## src/rtl/register_file.sv

```systemverilog
// Four-entry general-purpose register file: two combinational read ports,
// one clocked write port, all entries cleared by an asynchronous reset.
module register_file #(
  parameter int DATA_WIDTH = 16,
  parameter int ADDR_WIDTH = 2
) (
  input  logic [ADDR_WIDTH-1:0] RS,
  input  logic [ADDR_WIDTH-1:0] RT,
  input  logic [ADDR_WIDTH-1:0] RD,
  input  logic [DATA_WIDTH-1:0] WriteData,
  output logic [DATA_WIDTH-1:0] ReadRS,
  output logic [DATA_WIDTH-1:0] ReadRT,
  input  logic                  RegWrite,
  input  logic                  Clock,
  input  logic                  Reset
);

  localparam int REG_COUNT = 1 << ADDR_WIDTH;

  logic [DATA_WIDTH-1:0] regs_q [REG_COUNT];
  logic [DATA_WIDTH-1:0] regs_d [REG_COUNT];
  logic [REG_COUNT-1:0]  wr_sel;

  // One-hot write decode; only the addressed entry may change on an edge.
  generate
    for (genvar gi = 0; gi < REG_COUNT; gi++) begin : g_wr_dec
      assign wr_sel[gi] = RegWrite && (RD == ADDR_WIDTH'(gi));
    end
  endgenerate

  always_comb begin
    for (int i = 0; i < REG_COUNT; i++) begin
      regs_d[i] = regs_q[i];
      if (wr_sel[i]) begin
        regs_d[i] = WriteData;
      end
    end
  end

  always_ff @(posedge Clock or posedge Reset) begin
    if (Reset) begin
      for (int i = 0; i < REG_COUNT; i++) begin
        regs_q[i] <= '0;
      end
    end else begin
      for (int i = 0; i < REG_COUNT; i++) begin
        regs_q[i] <= regs_d[i];
      end
    end
  end

  // Reads come straight from the stored state: no write-data bypass.
  assign ReadRS = regs_q[RS];
  assign ReadRT = regs_q[RT];

endmodule

```

## config.mk

```make
export PLATFORM = sky130hd
export DESIGN_NAME = register_file
export DESIGN_NICKNAME = d
export VERILOG_FILES = /design/src/rtl/register_file.sv
export SDC_FILE = /design/constraint.sdc
export NUM_CORES = 1
export LEC_CHECK = 0
export ABC_CLOCK_PERIOD_IN_PS = 3640
export CAP_MARGIN = 20
export CORE_UTILIZATION = 56
export DETAILED_ROUTE_END_ITERATION = 12
export HOLD_SLACK_MARGIN = 0.15
export PLACE_DENSITY = 0.9
export SETUP_SLACK_MARGIN = 0.15
export SLEW_MARGIN = 20
export SYNTH_ARGS = -nofsm -noshare
export SYNTH_HDL_FRONTEND = slang
export SYNTH_SLANG_ARGS = --single-unit
export TNS_END_PERCENT = 50
```

## constraint.sdc

```tcl
create_clock -name Clock -period 3.64 [get_ports Clock]
set_input_delay 1.092 -clock Clock [delete_from_list [all_inputs] [get_ports Clock]]
set_output_delay 1.092 -clock Clock [all_outputs]
set_load 0.02 [all_outputs]
```

==> flow_metrics.py <==
metrics = {
    "detailed_routing": {
        "firstDrtPassIters": 4,
        "ant_nets": 0,
        "routed_via_density": 5.99,
        "vias": 1887,
        "wirelength_mm": 6.49,
        "wire_per_inst_um": 20.6,
        "post-route-drc-count": 0,
        "drtIter0Drc": 118,
    },
    "final_layout": {
        "antenna_cells": 0,
        "reg.largest.list": "regs_q x64",
        "syn_to_final_growth_pct": 26.4,
        "nets": 266,
        "largest-register": "regs_q",
        "largest_register_ffs": 64,
        "final_area_sq_um": 4020,
        "drive_above_1_share_pct": 61.3,
        "num-fill-cells": 347,
        "finish.utilization_pct": 73.4,
    },
    "cts": {
        "cts_tree": "done",
        "hold_buffers": 0,
        "cts_setup_buffers": 0,
        "cts-root-buf": "clkbuf_8",
        "cts_buffers": 9,
        "cts.sinks": 64,
        "cts_htree_levels": 3,
        "worstSkewPairLatency_ns": 0.33,
        "clkTransAtPathRegs_ns": 0.06,
        "cts_buffer_depth": 2,
    },
    "floorplanning": {
        "dieArea_sq_um": 5980,
        "ioPinCount": 57,
        "fp.dieH_um": 77.3,
        "rows": 27,
        "core_area_sq_um": 5470,
        "start_util_pct": 58.1,
        "die_w_um": 77.3,
    },
    "setup_path": {
        "max_stage_delay_ns": 0.53,
        "cp.required_ns": 2.55,
        "worstPathCellList": "clkdlybuf4s50_1 -> buf_4 -> mux4_2 -> clkdlybuf4s15_2",
        "crit_start": "RT[1]",
        "endpoint_kind": "primary output",
        "r2r-start": "regs_q[4]",
        "critical_path.max_fanout": 5,
        "startpoint_type": "input port",
        "critPathKind": "input port to primary output",
        "cp.arrival_ns": 2.39,
        "cp_slowest_cell": "clkdlybuf4s50_1",
    },
    "timing": {
        "layout_setup_ws_ns": 0.156,
        "fin_crit_ns": 3.48,
        "fin_crit_sh_pct": 95.7,
        "max_freq_mhz": 287,
        "setup_violations": 0,
        "worstMarginPinSlew_ns": 0.532,
        "slew_violations": 0,
        "slew-limit-headroom_pct": 64.4,
        "hold_viol": 0,
        "rsz0062_at_grt": "true",
        "skew_ns": 0,
    },
    "power": {
        "power_density_nw_per_um2": 510,
        "leakagePower_nw": 1.66,
        "finalPower_mw": 2.05,
        "peakVddDrop_uv": 332,
    },
    "global_routing": {
        "track_usage_pct": 24.4,
        "grt_max_degree": 59,
        "antenna_found_initial": 0,
        "grt_pass1_vias": 2024,
        "grt_pass1_wl_mm": 10.6,
        "grt-ovfl-total": 0,
    },
    "synth": {
        "postSynthAreaPerCell_sq_um": 18.0,
        "ys_warn_count": 0,
        "syn_inst": 177,
        "synth_area_sq_um": 3180,
        "ys_seq_area_share_pct": 50.4,
        "synth_cell_types": 12,
        "synth_nets": 202,
        "synth-seq-cells": 64,
    },
    "run": {
        "cap_violations": 0,
    },
    "placed_design": {
        "port_buffers": 56,
        "place_ws_ns": -0.349,
        "place_congestion": 0.742,
        "place_area_sq_um": 3860,
        "hpwl_mm": 4.15,
    },
    "min_path": {
        "hp-start": "regs_q[24]",
        "worstHoldPathType": "register to register",
    },
    "outcome": {
        "status": "complete, no violations",
    },
}
==> worst paths after layout <==
check,endpoint,cells after the start,slack (ns)
max in group asynchronous,regs_q[10],3,2.12
hold / removal,regs_q[24],1,0.52
hold reg to reg,regs_q[24],1,0.52
min in group asynchronous,regs_q[2],2,0.98
setup reg to reg,regs_q[4],1,2.84
setup / recovery,ReadRT[11],4,0.16
==> where the power goes <==
part | switching (mW) | leakage (nW) | internal [mW]
registers | 0.0952 | 0.757 | 0.848
logic | 0.265 | 0.831 | 0.360
clock network | 0.247 | 0.0749 | 0.234
total | 0.608 | 1.66 | 1.44
==> Yosys cell counts (all sizes together) <==
cell	count	share of area, %
dfrtp	64	50
mux2	64	23
mux4	32	23
buf	9	1.9
clkbuf	3	0.67
nand3b	2	0.71
inv	1	0.12
nand3	1	0.31
nor3b	1	0.59
==> stage by stage <==
| step | instances | setup TNS, ns | hold WS (ns) |
|---|---|---|---|
| after floorplan | 177 | 0 | 0.491 |
| after CTS | 315 | 0 | 0.527 |
| after global routing | 315 | 0 | 0.539 |
| after detailed placement | 300 | -10.52 | 0.514 |
| after global placement | 300 | -10.39 | 0.501 |
| final | 315 | 0 | 0.525 |
==> layer usage <==
metal	part of all wire, %	track usage (%)
met3	5.3	4.94
met1	44	32.9
met4	1.6	12.8
met2	49	38.0
met5	0	0
==> layout by cell type, fill, tap and decap left out, drive strengths merged <==
master / Yosys / layout
clkbuf: 3 / 24
clkdlybuf4s15: 0 / 20
nand3b: 2 / 2
buf: 9 / 8
clkinv: 0 / 2
nand3: 1 / 1
mux4: 32 / 32
nor3b: 1 / 1
mux2: 64 / 64
inv: 1 / 1
dfrtp: 64 / 64
bufbuf: 0 / 2
clkdlybuf4s50: 0 / 22
==> worst max-delay path, delay by kind of cell <==
kind / cells / cell delay [ns]
buf+inv: 3 / 0.98
mux: 1 / 0.32
==> logic make-up (layout without fill, tap and decap cells) <==
| family | Yosys count | count (layout) | synth area share (%) |
|---|---|---|---|
| buf+inv | 13 | 79 | 2.64 |
| mux | 96 | 96 | 45.4 |
| flops | 64 | 64 | 50.4 |
| simple gates | 4 | 4 | 1.61 |
==> cell type report <==
class                   count  area [sq um]  area share, %
flip-flops and latches     64          1600           39.9
multi-input cells         100          1490           37.2
repair buffers             65           688           17.1
clock buffers              11           131           3.27
well taps                  72          90.1           2.24
clock inverters             2          10.0          0.249
inverters                   1          3.75         0.0934
==> timing repair <==
item	in CTS	in global routing
endpoints found under the hold margin	0	0
resized for setup	81	16
pin swaps	0	0
gates cloned	2	0
endpoints found under the setup margin	32	27
No activity file was read; power rests on OpenSTA's default activity.
